===== src/rtl/spi_master_ch.sv =====
// spi_master_ch: parametrised SPI master engine.
// Streams words of DATA_W bits over SPI for transfers of any length up to
// 2^LEN_W-1 bits, in any CPOL/CPHA mode, with a programmable SCK half-period
// of div+1 clk cycles and one of CS_N active-low chip selects.
// Optional feature macro: SPI_LOOPBACK_EN adds the lpbk input, which routes
// mosi back into the receive path and keeps every chip select deasserted.
module spi_master_ch #(
  parameter int  DATA_W = 8,
  parameter int  LEN_W  = 16,
  parameter int  DIV_W  = 8,
  parameter int  CS_N   = 2,
  localparam int CS_W   = (CS_N > 1) ? $clog2(CS_N) : 1
) (
  input  logic              clk,
  input  logic              rst,
  input  logic              work,
  input  logic              op,
  input  logic [LEN_W-1:0]  len,
  input  logic [DIV_W-1:0]  div,
  input  logic              cpol,
  input  logic              cpha,
  input  logic [CS_W-1:0]   cs_sel,
  input  logic [DATA_W-1:0] tx_data,
  output logic              tx_next,
  output logic [DATA_W-1:0] rx_data,
  output logic              rx_valid,
  output logic              busy,
  output logic              done,
  output logic              sck,
  output logic              mosi,
  output logic [CS_N-1:0]   cs_n,
`ifdef SPI_LOOPBACK_EN
  input  logic              lpbk,
`endif
  input  logic              miso
);

  localparam int IDX_W = (DATA_W > 1) ? $clog2(DATA_W) : 1;

  localparam logic [2:0] S_IDLE  = 3'd0;
  localparam logic [2:0] S_SETUP = 3'd1;
  localparam logic [2:0] S_SHIFT = 3'd2;
  localparam logic [2:0] S_HOLD  = 3'd3;
  localparam logic [2:0] S_GAP   = 3'd4;

  logic [2:0]        state;
  logic [DIV_W-1:0]  hp_cnt;     // clk cycles elapsed in the current half-period
  logic [DIV_W-1:0]  div_q;
  logic [LEN_W-1:0]  len_q;
  logic [LEN_W-1:0]  bit_cnt;    // completed SCK periods
  logic [LEN_W-1:0]  samp_cnt;   // miso samples taken so far
  logic              ph;         // 0: next SCK toggle is the leading edge
  logic              op_q;
  logic              cpha_q;
  logic              cpol_q;
  logic [DATA_W-1:0] tx_sr;
  logic [IDX_W-1:0]  tx_idx;     // bit of the current word presented on mosi
  logic [DATA_W-1:0] rx_sr;
  logic [IDX_W-1:0]  rx_idx;     // bits gathered into the current word

  logic              accept;
  logic              hp_end;
  logic              sample_ev;
  logic              shift_ev;
  logic              last_edge;
  logic              rx_in;
  logic              lb_cs;      // forces every chip select high
  logic [DATA_W-1:0] rx_word;
  logic [DATA_W-1:0] tx_shift;

`ifdef SPI_LOOPBACK_EN
  logic lpbk_q;
  assign rx_in = lpbk_q ? mosi : miso;
  assign lb_cs = lpbk;
`else
  assign rx_in = miso;
  assign lb_cs = 1'b0;
`endif

  // Active-low decode; an out-of-range select leaves every line high.
  function automatic logic [CS_N-1:0] cs_decode(input logic [CS_W-1:0] sel);
    // NOTE: every bit is assigned on every call, so no storage is implied.
    logic [CS_N-1:0] r;
    for (int i = 0; i < CS_N; i++) r[i] = (sel != CS_W'(i));
    return r;
  endfunction

  assign accept    = (state == S_IDLE) && work && (len != '0);
  assign hp_end    = (hp_cnt == div_q);
  // CPHA=0 samples on the leading edge (ph=0), CPHA=1 on the trailing edge.
  assign sample_ev = (state == S_SHIFT) && hp_end && (ph == cpha_q);
  // The opposite edge shifts, except the very first CPHA=1 leading edge,
  // which only presents the MSB already set up in SETUP.
  assign shift_ev  = (state == S_SHIFT) && hp_end && (ph != cpha_q) && (samp_cnt != '0);
  assign last_edge = (state == S_SHIFT) && hp_end && ph && (bit_cnt == len_q - LEN_W'(1));
  assign rx_word   = (rx_sr << 1) | DATA_W'(rx_in);
  assign tx_shift  = tx_sr << 1;

  // Sequencer: state, half-period timing, SCK, chip selects, busy and done.
  always_ff @(posedge clk or posedge rst) begin
    if (rst) begin
      // NOTE: all state, shift registers included, is cleared by the async reset.
      state   <= S_IDLE;
      hp_cnt  <= '0;
      div_q   <= '0;
      len_q   <= '0;
      bit_cnt <= '0;
      ph      <= 1'b0;
      op_q    <= 1'b0;
      cpha_q  <= 1'b0;
      cpol_q  <= 1'b0;
      sck     <= 1'b0;
      cs_n    <= '1;
      busy    <= 1'b0;
      done    <= 1'b0;
`ifdef SPI_LOOPBACK_EN
      lpbk_q  <= 1'b0;
`endif
    end else begin
      done <= 1'b0;
      if (state != S_IDLE) hp_cnt <= hp_end ? '0 : hp_cnt + DIV_W'(1);
      case (state)
        S_IDLE: begin
          cpol_q <= cpol;
          sck    <= cpol;
          hp_cnt <= '0;
          if (accept) begin
            op_q    <= op;
            len_q   <= len;
            div_q   <= div;
            cpha_q  <= cpha;
            bit_cnt <= '0;
            ph      <= 1'b0;
            busy    <= 1'b1;
            cs_n    <= cs_decode(cs_sel) | {CS_N{lb_cs}};
            state   <= S_SETUP;
`ifdef SPI_LOOPBACK_EN
            lpbk_q  <= lpbk;
`endif
          end
        end
        S_SETUP: if (hp_end) state <= S_SHIFT;
        S_SHIFT: begin
          if (hp_end) begin
            sck <= ~sck;
            ph  <= ~ph;
            if (ph) bit_cnt <= bit_cnt + LEN_W'(1);
            if (last_edge) state <= S_HOLD;
          end
        end
        S_HOLD: begin
          if (hp_end) begin
            state <= S_GAP;
            cs_n  <= '1;
            if (div_q == '0) done <= 1'b1;
          end
        end
        S_GAP: begin
          // done must coincide with the final GAP cycle, i.e. the last busy cycle.
          if (!hp_end && (hp_cnt + DIV_W'(1) == div_q)) done <= 1'b1;
          if (hp_end) begin
            state <= S_IDLE;
            busy  <= 1'b0;
          end
        end
        default: state <= S_IDLE;
      endcase
    end
  end

  // Data path: transmit shifter with word refill, receive shifter with word delivery.
  always_ff @(posedge clk or posedge rst) begin
    if (rst) begin
      tx_sr    <= '0;
      tx_idx   <= '0;
      mosi     <= 1'b0;
      tx_next  <= 1'b0;
      samp_cnt <= '0;
      rx_sr    <= '0;
      rx_idx   <= '0;
      rx_data  <= '0;
      rx_valid <= 1'b0;
    end else begin
      tx_next  <= 1'b0;
      rx_valid <= 1'b0;
      if (accept) begin
        tx_sr    <= tx_data;
        mosi     <= tx_data[DATA_W-1];
        tx_idx   <= '0;
        tx_next  <= 1'b1;
        samp_cnt <= '0;
        rx_sr    <= '0;
        rx_idx   <= '0;
      end
      if (sample_ev) begin
        samp_cnt <= samp_cnt + LEN_W'(1);
        if ((rx_idx == IDX_W'(DATA_W - 1)) || (samp_cnt == len_q - LEN_W'(1))) begin
          rx_sr  <= '0;
          rx_idx <= '0;
          if (!op_q) begin
            rx_data  <= rx_word;
            rx_valid <= 1'b1;
          end
        end else begin
          rx_sr  <= rx_word;
          rx_idx <= rx_idx + IDX_W'(1);
        end
      end
      if (shift_ev) begin
        if ((tx_idx == IDX_W'(DATA_W - 1)) && (samp_cnt != len_q)) begin
          tx_sr   <= tx_data;
          mosi    <= tx_data[DATA_W-1];
          tx_idx  <= '0;
          tx_next <= 1'b1;
        end else begin
          tx_sr  <= tx_shift;
          mosi   <= tx_shift[DATA_W-1];
          tx_idx <= tx_idx + IDX_W'(1);
        end
      end
    end
  end

endmodule


===== config.mk =====
export PLATFORM = sky130hd
export DESIGN_NAME = spi_master_ch
export DESIGN_NICKNAME = d
export VERILOG_FILES = /design/src/rtl/spi_master_ch.sv
export SDC_FILE = /design/constraint.sdc
export NUM_CORES = 1
export LEC_CHECK = 0
export ABC_CLOCK_PERIOD_IN_PS = 4100
export BUFFER_PORTS_ARGS = -buffer_cell sky130_fd_sc_hd__buf_2
export CORE_UTILIZATION = 60
export CTS_CLUSTER_SIZE = 14
export DETAILED_ROUTE_END_ITERATION = 8
export GPL_TIMING_DRIVEN = 1
export PLACE_DENSITY = 0.78
export SYNTH_ARGS = -nofsm -noshare
export SYNTH_HDL_FRONTEND = slang
export SYNTH_SLANG_ARGS = --single-unit

===== constraint.sdc =====
create_clock -name clk -period 4.1 [get_ports clk]
set_clock_uncertainty 0.2 [all_clocks]
set_input_delay 0.41 -clock clk [delete_from_list [all_inputs] [get_ports clk]]
set_output_delay 0.41 -clock clk [all_outputs]
set_load 0.005 [all_outputs]

==> results <==
- The global-route wire length before repair is 25,800 um.
- The startpoint identified for the worst hold timing path is div[6].
- The die is 104 um wide.
- In this run, synthesis inferred 0 flip-flops with an integrated enable.
- Of the cells placed in the final design, the portion with a size suffix greater than 1 is 0.123.
- Counting flops and latches in the post-synthesis netlist gives 106.
- The cell leakage power is 3.01 nW.
- In this run the remaining antenna-violating nets after routing total 0.
- The routed layout has 5,353 vias.
- The largest total area in the synthesized netlist belongs to sky130_fd_sc_hd__dfrtp_1.
- The worst register-to-register path ends at tx_sr[4]$_DFFE_PP0P_.
- The gate count after technology mapping is 705.
- The distinct cell type count of the synthesized netlist is 62.
- The die height is 104 um.
- The mux cell area share after synthesis is 0.0114.
- The average cell area after synthesis is 8.89 um^2.
- For this block, the initial DRC count from the detailed router was 305.
- The total setup buffers inserted after CTS is 0.
- The worst hold path cell count is 3.
- For this run, the leading register cell type out of synthesis is sky130_fd_sc_hd__dfrtp_1.
- Along the worst path, the maximum fanout reaches 11.
- The worst register-to-register path begins at samp_cnt[1]$_DFFE_PP0P_.
- The adder-cell area share of the yosys netlist is 0.0180.
- The count of max-cap constraint violations is 0.
- Entering global routing, the biggest net connects 85 pins.
- The shortest period the worst path allows is 3.36 ns.
- The pre-antenna-repair detailed-routing pass consisted of 5 iterations.
- The initial antenna violation count is 0.
- The TritonCTS clock tree is built.
- The peak clock frequency supported by timing is 298 MHz.
- VDD sags by at most 0.417 mV.
- The simple-gate portion of the synthesized area is 0.282.
- Dividing total power by cell area gives a power density of 603 nW/um^2.
- The starting density of the core is 0.630.
- By area the synthesized netlist is led by sky130_fd_sc_hd__dfrtp_1, sky130_fd_sc_hd__nand2_1, sky130_fd_sc_hd__xnor2_1, sky130_fd_sc_hd__xor2_1, sky130_fd_sc_hd__o21ai_0.
- Of the post-synthesis cell area, the dominant cell type holds 0.415.
- After synthesis, the largest family of logic cells by area is simple AND/OR/NAND/NOR gates.
- The worst setup path is of the reg -> reg kind.
- Wires add up to 15,100 um.
- The run finished with clean final reports.
- The max-slew violation total from the final report came to 0.
- In this run the count of I/O pins placed on the die edge is 56.
- The count of H-tree levels built during CTS is 3.
- Of all flip-flops after synthesis, the portion carrying an async set or reset was 1.00.
- The post-detailed-route wirelength per cell is 17.1 um.
- After clock tree synthesis, the clock-pin slew on the worst setup and hold paths is 0.11 ns.
- The completed layout was analyzed and its total power is 4.15 mW.
- The worst endpoint required time is 4.19 ns.
- The global routing usage summed across all routing layers is 0.299.
- The number of global-route vias before repair is 5,179.
- The worst pin sits at a relative slew slack of 0.305.
- The post-synthesis instance area is 6270 um^2.
- The core region is 9950 um^2.
- The final-report hold violation count is 0.
- In this run, CTS created clock tree buffers numbering 9.
- Measured in cells, the most critical reg-to-reg path has a length of 8.
- After detailed routing, the number of remaining DRC violations is 0.
- The flop-to-flop setup slack is 0.74 ns.
- The area fraction in compound gates after synthesis is 0.107.
- The path with the worst hold slack has its endpoint at div_q[6]$_DFFE_PP0P_.
- For the pin with the worst max-slew slack, the measured transition is 1.04 ns.
- After global routing the overflow that remains totals 0.
- The floorplan has 36 rows.
- Setup repair after global routing left no endpoint under its margin.
- The final weighted congestion of routability-driven global placement is 0.942.
- Of the total synthesized cell area, the portion taken by XOR and XNOR cells is 0.121.
- The warning count from the yosys run is 0.
- After clock tree synthesis, the flow added hold-fix buffers numbering 7.
- For the worst setup path, the data arrival time is 3.45 ns.
- The area growth from synthesis to layout is 9.82%.
- The antenna diode count is 0.
- The cell with the most instances after synthesis is sky130_fd_sc_hd__nand2_1.
- The part of the cycle the worst path needs is 0.820.
- The insertion delay of the later-clocked pin in the worst-skew pair is 0.39 ns.
- The number of cells upsized or downsized after cts is 0.
- For the final routed database, the setup TNS stands at 0 ns.
- The worst setup path is captured at a flop.
- The number of buffers on the longest clock path is 2.
- The HPWL after detailed placement is 10,700 um.
- The commonest cells after synthesis are sky130_fd_sc_hd__nand2_1, sky130_fd_sc_hd__dfrtp_1, sky130_fd_sc_hd__xnor2_1, sky130_fd_sc_hd__nor2_1, sky130_fd_sc_hd__o21ai_0.
- The worst setup path is launched from a flop.
- The clock root buffer is sky130_fd_sc_hd__clkbuf_8.
- The total clock sinks is 106.
- The worst hold path belongs to the class in -> reg.
- The vias per cell is 6.07.
- The final layout contains 793 nets.
- Port buffering added 55 buffers.
- The share of the Yosys chip area taken by registers is 0.424.
- The die footprint is 10,900 um^2.
- The number of failing setup endpoints in the final timing report is 0.
- The number of nets produced by synthesis is 754.
-- critical path, stage by stage (launching register included) --
cell	delay, ns
sky130_fd_sc_hd__dfrtp_1	0.45
sky130_fd_sc_hd__inv_1	0.10
sky130_fd_sc_hd__ha_1	0.15
sky130_fd_sc_hd__or4b_1	0.43
sky130_fd_sc_hd__o41ai_1	0.53
sky130_fd_sc_hd__nor4_1	0.22
sky130_fd_sc_hd__nor2_1	0.52
sky130_fd_sc_hd__a21oi_1	0.27
sky130_fd_sc_hd__a221o_1	0.38
-- state kept, by name, indices dropped and copies added, names as in the netlist, 2 cells and up --
name	count
hp_cnt	8
rx_idx	3
state	3
rx_sr	7
div_q	8
samp_cnt	16
rx_data	8
tx_sr	7
cs_n	2
bit_cnt	16
len_q	16
tx_idx	3
-- kinds of logic after synthesis --
logic type / count (synthesis)
AND/OR/NAND/NOR: 338
flip-flops: 106
multiplexers: 7
adder cells (fa/ha/maj): 9
XOR/XNOR: 85
buffers and inverters: 55
AO/OA/AOI/OAI: 105
-- power breakdown --
group / internal, mW / switching, mW
registers: 1.33 / 0.463
clock network: 0.353 / 0.386
logic: 0.709 / 0.908
total: 2.39 / 1.76
-- worst max path at each step --
stage,from,cells past startpoint,to
3_3_place_gp,len_q[0]$_DFFE_PP0P_,9,rx_idx[0]$_DFFE_PP0P_
6_report,samp_cnt[1]$_DFFE_PP0P_,8,tx_sr[4]$_DFFE_PP0P_
5_1_grt,hp_cnt[0]$_DFF_PP0_,6,tx_sr[5]$_DFFE_PP0P_
4_1_cts,samp_cnt[1]$_DFFE_PP0P_,8,tx_sr[5]$_DFFE_PP0P_
2_1_floorplan,rst,1,bit_cnt[0]$_DFFE_PP0P_
3_5_place_dp,samp_cnt[1]$_DFFE_PP0P_,8,tx_sr[4]$_DFFE_PP0P_
-- per-stage QoR --
step                worst slack (ns)  cell area, um^2  instances  hold WS (ns)   util
floorplan                      0.704             6270        705         0.259      -
global placement               0.942             6590        859         0.257  0.662
detailed placement             0.822             6590        859         0.278  0.662
CTS                            0.813             6880        882      0.000242  0.692
global route                   0.503             6880        882     0.0000487  0.692
finish                         0.739             6880        882        0.0137  0.692
-- routing by layer --
layer  global-route usage  part of all wire  routed length [um]
met1                0.411              0.45                6730
met2                0.483              0.48                7200
met5                    0                 0                   0
met3               0.0664             0.064                 964
met4               0.0724             0.014                 208
-- layout make-up --
type	count	area (um^2)
flip-flops and latches	106	2660
multi-input cells	544	3390
inverters	14	55.1
clock inverters	6	96.3
repair buffers	69	398
clock buffers	10	128
fillers	796	3070
well taps	133	166
-- layout by cell type, fill, tap and decap left out, types with 8 or more instances in the layout --
cell type	instances
sky130_fd_sc_hd__a21oi_1	16
sky130_fd_sc_hd__a221oi_1	8
sky130_fd_sc_hd__and2_1	11
sky130_fd_sc_hd__and3_1	17
sky130_fd_sc_hd__buf_2	55
sky130_fd_sc_hd__clkbuf_8	9
sky130_fd_sc_hd__dfrtp_1	104
sky130_fd_sc_hd__ha_1	9
sky130_fd_sc_hd__inv_1	13
sky130_fd_sc_hd__nand2_1	123
sky130_fd_sc_hd__nand3_1	30
sky130_fd_sc_hd__nand3b_1	11
sky130_fd_sc_hd__nand4_1	18
sky130_fd_sc_hd__nor2_1	42
sky130_fd_sc_hd__nor2b_1	13
sky130_fd_sc_hd__nor4_1	16
sky130_fd_sc_hd__o21ai_0	37
sky130_fd_sc_hd__o21ai_1	9
sky130_fd_sc_hd__or3_1	11
sky130_fd_sc_hd__or4_1	13
sky130_fd_sc_hd__xnor2_1	51
sky130_fd_sc_hd__xor2_1	33
Note: power is estimated with default switching activity, not from simulation.
